**src/rtl/alu_param.sv**
```systemverilog
// Parametrised ALU with a valid/ready opcode handshake, registered output strobe
// and an optional shift-add multiplier that takes WIDTH cycles.
module alu_param #(
  parameter int WIDTH  = 8,
  parameter int MUL_EN = 1
) (
  input  logic             Clk,
  input  logic             Rst,
  input  logic [3:0]       Op,
  input  logic             Op_Valid,
  output logic             Op_Ready,
  input  logic [WIDTH-1:0] InData,
  output logic [WIDTH-1:0] OutData,
  output logic             Out_Valid,
  output logic [WIDTH-1:0] Index_Reg,
  output logic             FlagZ,
  output logic             FlagC,
  output logic             FlagN,
  output logic             FlagE,
  output logic             Busy
);

  typedef enum logic [3:0] {
    OP_NOP   = 4'd0,  OP_LDA  = 4'd1,  OP_LDB  = 4'd2,  OP_LDACC = 4'd3,
    OP_LDID  = 4'd4,  OP_ADD  = 4'd5,  OP_SUB  = 4'd6,  OP_AND   = 4'd7,
    OP_OR    = 4'd8,  OP_XOR  = 4'd9,  OP_SHL  = 4'd10, OP_SHR   = 4'd11,
    OP_CMPE  = 4'd12, OP_MUL  = 4'd13, OP_OEACC = 4'd14, OP_OEID = 4'd15
  } op_e;

  typedef enum logic {S_IDLE, S_MUL} state_e;

  localparam int CW = (WIDTH > 1) ? $clog2(WIDTH) : 1;
  localparam logic [CW-1:0] CNT_LAST = CW'(WIDTH - 1);

  state_e state_q, state_d;
  logic [WIDTH-1:0] a_q, a_d, b_q, b_d, acc_q, acc_d, index_q, index_d;
  logic [WIDTH-1:0] outData_q, outData_d;
  logic outValid_q, outValid_d;
  logic flagZ_q, flagZ_d, flagC_q, flagC_d, flagN_q, flagN_d, flagE_q, flagE_d;
  logic [2*WIDTH-1:0] mcand_q, mcand_d, prod_q, prod_d;
  logic [WIDTH-1:0] mplier_q, mplier_d;
  logic [CW-1:0] cnt_q, cnt_d;

  logic [WIDTH:0] sum;
  logic [2*WIDTH-1:0] addend, prodNext;
  logic updZn;

  assign sum      = {1'b0, a_q} + {1'b0, b_q};
  assign addend   = mplier_q[0] ? mcand_q : '0;
  assign prodNext = prod_q + addend;

  always_comb begin
    state_d    = state_q;
    a_d        = a_q;
    b_d        = b_q;
    acc_d      = acc_q;
    index_d    = index_q;
    outData_d  = outData_q;
    outValid_d = 1'b0;
    flagZ_d    = flagZ_q;
    flagC_d    = flagC_q;
    flagN_d    = flagN_q;
    flagE_d    = flagE_q;
    mcand_d    = mcand_q;
    mplier_d   = mplier_q;
    prod_d     = prod_q;
    cnt_d      = cnt_q;
    updZn      = 1'b0;

    case (state_q)
      S_IDLE: begin
        if (Op_Valid) begin
          case (op_e'(Op))
            OP_LDA:   a_d = InData;
            OP_LDB:   b_d = InData;
            OP_LDACC: acc_d = InData;
            OP_LDID:  index_d = InData;
            OP_ADD: begin
              acc_d   = sum[WIDTH-1:0];
              flagC_d = sum[WIDTH];
              updZn   = 1'b1;
            end
            OP_SUB: begin
              acc_d   = a_q - b_q;
              flagC_d = (a_q < b_q);
              updZn   = 1'b1;
            end
            OP_AND: begin
              acc_d   = a_q & b_q;
              flagC_d = 1'b0;
              updZn   = 1'b1;
            end
            OP_OR: begin
              acc_d   = a_q | b_q;
              flagC_d = 1'b0;
              updZn   = 1'b1;
            end
            OP_XOR: begin
              acc_d   = a_q ^ b_q;
              flagC_d = 1'b0;
              updZn   = 1'b1;
            end
            OP_SHL: begin
              acc_d   = {acc_q[WIDTH-2:0], 1'b0};
              flagC_d = acc_q[WIDTH-1];
              updZn   = 1'b1;
            end
            OP_SHR: begin
              acc_d   = {1'b0, acc_q[WIDTH-1:1]};
              flagC_d = acc_q[0];
              updZn   = 1'b1;
            end
            OP_CMPE: flagE_d = (a_q == b_q);
            // With the multiplier disabled this opcode falls through as a NOP
            OP_MUL: begin
              if (MUL_EN != 0) begin
                mcand_d  = {{WIDTH{1'b0}}, a_q};
                mplier_d = b_q;
                prod_d   = '0;
                cnt_d    = '0;
                state_d  = S_MUL;
              end
            end
            OP_OEACC: begin
              outData_d  = acc_q;
              outValid_d = 1'b1;
            end
            OP_OEID: begin
              outData_d  = index_q;
              outValid_d = 1'b1;
            end
            default: ;
          endcase
        end
      end
      S_MUL: begin
        prod_d   = prodNext;
        mcand_d  = mcand_q << 1;
        mplier_d = mplier_q >> 1;
        cnt_d    = cnt_q + CW'(1);
        if (cnt_q == CNT_LAST) begin
          acc_d   = prodNext[WIDTH-1:0];
          flagC_d = |prodNext[2*WIDTH-1:WIDTH];
          updZn   = 1'b1;
          state_d = S_IDLE;
        end
      end
      default: state_d = S_IDLE;
    endcase

    if (updZn) begin
      flagZ_d = (acc_d == '0);
      flagN_d = acc_d[WIDTH-1];
    end
  end

  always_ff @(posedge Clk) begin
    if (Rst) begin
      state_q    <= S_IDLE;
      a_q        <= '0;
      b_q        <= '0;
      acc_q      <= '0;
      index_q    <= '0;
      outData_q  <= '0;
      outValid_q <= 1'b0;
      flagZ_q    <= 1'b0;
      flagC_q    <= 1'b0;
      flagN_q    <= 1'b0;
      flagE_q    <= 1'b0;
      mcand_q    <= '0;
      mplier_q   <= '0;
      prod_q     <= '0;
      cnt_q      <= '0;
    end else begin
      state_q    <= state_d;
      a_q        <= a_d;
      b_q        <= b_d;
      acc_q      <= acc_d;
      index_q    <= index_d;
      outData_q  <= outData_d;
      outValid_q <= outValid_d;
      flagZ_q    <= flagZ_d;
      flagC_q    <= flagC_d;
      flagN_q    <= flagN_d;
      flagE_q    <= flagE_d;
      mcand_q    <= mcand_d;
      mplier_q   <= mplier_d;
      prod_q     <= prod_d;
      cnt_q      <= cnt_d;
    end
  end

  assign Op_Ready  = (state_q == S_IDLE);
  assign Busy      = (state_q != S_IDLE);
  assign OutData   = outData_q;
  assign Out_Valid = outValid_q;
  assign Index_Reg = index_q;
  assign FlagZ     = flagZ_q;
  assign FlagC     = flagC_q;
  assign FlagN     = flagN_q;
  assign FlagE     = flagE_q;

endmodule

```
**config.mk**
```make
export PLATFORM = sky130hd
export DESIGN_NAME = alu_param
export DESIGN_NICKNAME = d
export VERILOG_FILES = /design/src/rtl/alu_param.sv
export SDC_FILE = /design/constraint.sdc
export NUM_CORES = 1
export LEC_CHECK = 0
export ABC_CLOCK_PERIOD_IN_PS = 6600
export CAP_MARGIN = 0
export CORE_ASPECT_RATIO = 1.25
export CORE_MARGIN = 2
export CORE_UTILIZATION = 50
export CTS_CLUSTER_SIZE = 12
export DETAILED_ROUTE_END_ITERATION = 10
export GPL_ROUTABILITY_DRIVEN = 0
export PLACE_DENSITY_LB_ADDON = 0.05
export SYNTH_ARGS = -nofsm -noshare
export SYNTH_HDL_FRONTEND = slang
export SYNTH_SLANG_ARGS = --single-unit
```
**constraint.sdc**
```tcl
create_clock -name Clk -period 6.6 [get_ports Clk]
set_input_delay 1.65 -clock Clk [delete_from_list [all_inputs] [get_ports Clk]]
set_output_delay 1.65 -clock Clk [all_outputs]
set_load 0.01 [all_outputs]
```
==> summary.txt <==
Run status
  – Outcome: finished, final reports clean

GRT
  – Met1 track demand over resource: around a third
  – GR Layer Usage met3: around 3.6%
  – Initial antenna violation count: 0
  – Total GRT Usage: between 20 and 30%
  – Largest net degree at the start of global routing: 91
  – Met2 usage: around 41%
  – First-pass GRT wire length: roughly 26,000 microns
  – Final global-route overflow total: 0
  – Number of global-route vias before repair: ~5.0k
  – Global route hottest layer: met2

Worst setup path
  – Levels on crit path: 9
  – Worst path most repeated cell: a221oi_1
  – R2R cell count: 11
  – WP data required: 6.87 ns
  – CP max-delay cell: clkdlybuf4s50_1
  – Critical path arrival: between 4 and 5 ns
  – Worst path top cell family by delay: compound AO/OA/AOI/OAI gates
  – CP max stage delay: 0.96 ns
  – Worst path bufs/invs: 1
  – Crit end category: flip-flop
  – Crit path cell chain: clkdlybuf4s50_1, and4bb_2, a221oi_1, a31oi_1, a221oi_1, a221o_1, nand4_1, or3b_1, o31ai_2
  – Maximum fanout along the worst path: 34
  – Worst Setup SP: Op[1]
  – Worst setup SP type: input port
  – WS Path Type: input port to flip-flop
  – RR Startpoint: mplier_q[0]$_SDFFE_PP0P_

Hold path
  – Min-Delay Path Depth: 2
  – Worst Hold Class: flip-flop to flip-flop
  – Min-delay src: OutData[1]$_SDFFE_PP0P_

Final layout
  – Share of cells above drive strength 1: 5.23%
  – Final Non-Filler Cells: about 880
  – Area Growth Syn to Fin: 11.2%
  – Commonest non-fill, non-tap cell in the layout: nor2_1
  – # fillers: around 1.1k
  – Nets: ~800
  – Antenna diodes: 0
  – Commonest cells after routing, fill and taps aside: 137 x nor2_1, 95 x a21oi_1, 88 x dfxtp_1, 41 x ha_1, 39 x mux2i_1

STA
  – Relative slew margins: between 20% and 30%
  – Fmax achieved: between 0.2 and 0.25 GHz
  – RSZ-0062 raised after global routing: no
  – Minimum clock period: ~4.5 ns
  – Setup-failing EPs final: 0
  – Final hold violations: 0
  – Post-Route Skew: between 0.004 and 0.005 ns
  – Final Max Tran Viols: 0
  – Worst slew pin tran: between 1 and 1.5 ns
  – Fin Setup TNS: 0 ns
  – Ratio of final minimum period to clock period: about two thirds

Clock tree
  – CTS tree: built
  – Cts repair resizes: 0
  – Setup bufs post-CTS: 0
  – Clock buffer depth: 2
  – CTS buffer count: 9
  – H-tree levels: 3
  – Hold buffer count at cts: 0
  – Total clock sinks: 89
  – Clock latency on the worst-skew pair: ~0.36 ns
  – Clk root buf: clkbuf_16
  – Clk slew on worst S/H paths: 0.07 ns

Drt
  – Drt pass-1 iters: 5
  – DRC viols: 0
  – Post-route ant nets: 0
  – WL per Instance: ~18 microns
  – 1st-iter DRT viols: 308
  – Via Count: 5,218
  – Final WL: 15,800 microns
  – Vias/cell: ~5.9

Synthesis
  – Seq/Total Area, Yosys: 30.6%
  – Synthesis Warnings: 0
  – Synth top area cells: dfxtp_1 31%, nor2_1 8.8%, ha_1 8.8%
  – Ys flop type: dfxtp_1
  – Number of synthesized flops with an enable pin: 0
  – Synthesized Nets: ~790
  – Post-synth top area share: between 30 and 40%
  – Synthesized cell area: around 0.0058 sq mm
  – Async set-reset flop share out of synthesis: 0%
  – Yosys cell types: between 60 and 70
  – Cells after Synth: roughly 730
  – Synth Area per Inst: 7.93 sq um
  – Leading area contributor after synthesis: dfxtp_1
  – Seq cells post-synth: 89

Place
  – DP Cell Count: between 800 and 900
  – IO Port Bufs: 37
  – HPWL after DPL: between 10,000 and 15,000 microns

Die
  – Total Die Area: between 0.01 and 0.015 sq mm
  – Core area: 0.0115 sq mm
  – Boundary pin count: 38
  – FP Rows: 44
  – Die W: around 100 microns
  – Initial Util: a little over 50%
  – Die Y: 125 microns

Power and ir drop
  – Max VDD drop: between 0.09 and 0.1 mV
  – Total power: about 1.2 mW
  – PwrDens: 181 mW/mm^2
  – Leakage Power: about 2.8 nW

Job
  – Max-Cap Viols: 0
## tightest hold or removal path: stages, from the launching register on
cell     delay (ns)
dfxtp_1        0.32
a21oi_1        0.06
nor2_1         0.07
## final timing paths
check	endpoint	slack [ns]
worst min register to register	OutData[1]$_SDFFE_PP0P_	0.48
worst max register to register	FlagC$_SDFFE_PP0P_	3.41
worst max-delay path	FlagZ$_SDFFE_PP0P_	2.11
worst min-delay path	OutData[1]$_SDFFE_PP0P_	0.48
## where the power goes
| group | internal (mW) | switching, mW |
|---|---|---|
| sequential | 0.545 | 0.00832 |
| clock | 0.276 | 0.221 |
| combinational | 0.0479 | 0.0753 |
| total | 0.868 | 0.305 |
## area by class of cell
type	count	area [sq um]	area share, %
tap	138	173	2.67
inverter	33	126	1.95
timing repair buffer	41	395	6.12
sequential	89	1780	27.6
clock buffer	12	256	3.97
clock inverter	4	26.3	0.406
multi-input combinational	566	3700	57.3
## cell families after synthesis
kind of cell / count (synthesis) / share of synthesized area, %
AND/OR/NAND/NOR: 262 / 21.9
AO/OA/AOI/OAI: 198 / 21.4
flip-flops: 89 / 30.6
buffers and inverters: 78 / 5.66
multiplexers: 44 / 7.87
adder cells (fa/ha/maj): 44 / 9.85
XOR/XNOR: 18 / 2.71
## per-layer routing
| layer | routed length [microns] | vias up |
|---|---|---|
| li1 | - | 2594 |
| met1 | 6840 | 2395 |
| met2 | 7500 | 184 |
| met3 | 689 | 45 |
| met4 | 737 | 0 |
| met5 | 0 | - |
## flip-flops by register name (all words and copies together) (netlist names)
signal and count:
mplier_q 8, a_q 8, prod_q 16, OutData 8, FlagZ 1, FlagC 1, FlagE 1, Index_Reg 8
acc_q 8, Out_Valid 1, Busy 1, FlagN 1, cnt_q 3, b_q 8, mcand_q 16
## metrics by stage
step	worst slack [ns]	cell area, sq um	util (%)	hold slack (ns)
after global placement	1.84	6180	53.7	0.459
after global routing	1.98	6460	56.2	0.518
after CTS	2.19	6460	56.2	0.487
after detailed placement	1.82	6180	53.7	0.472
after floorplan	3.14	5820	-	0.455
final	2.11	6460	56.2	0.481
## synth_stat cells, types with 3 or more instances
| cell | count |
|---|---|
| a211oi_1 | 5 |
| a21boi_0 | 4 |
| a21o_1 | 6 |
| a21oi_1 | 95 |
| a221o_1 | 3 |
| a221oi_1 | 3 |
| a22oi_1 | 4 |
| a31oi_1 | 8 |
| and2_1 | 17 |
| and3_1 | 25 |
| buf_1 | 4 |
| buf_2 | 5 |
| buf_4 | 5 |
| clkbuf_1 | 29 |
| dfxtp_1 | 89 |
| fa_1 | 3 |
| ha_1 | 41 |
| inv_1 | 32 |
| mux2_2 | 4 |
| mux2i_1 | 39 |
| nand2_1 | 14 |
| nand2b_1 | 7 |
| nand3_1 | 11 |
| nand3b_1 | 3 |
| nand4_1 | 7 |
| nor2_1 | 137 |
| nor2b_1 | 15 |
| nor3_1 | 9 |
| o211ai_1 | 4 |
| o21ai_0 | 25 |
| o21ba_2 | 3 |
| o21bai_1 | 5 |
| o22ai_1 | 6 |
| o31ai_1 | 4 |
| or3_1 | 4 |
| xnor2_1 | 12 |
| xor2_1 | 6 |
(Power assumes the default switching activity.)
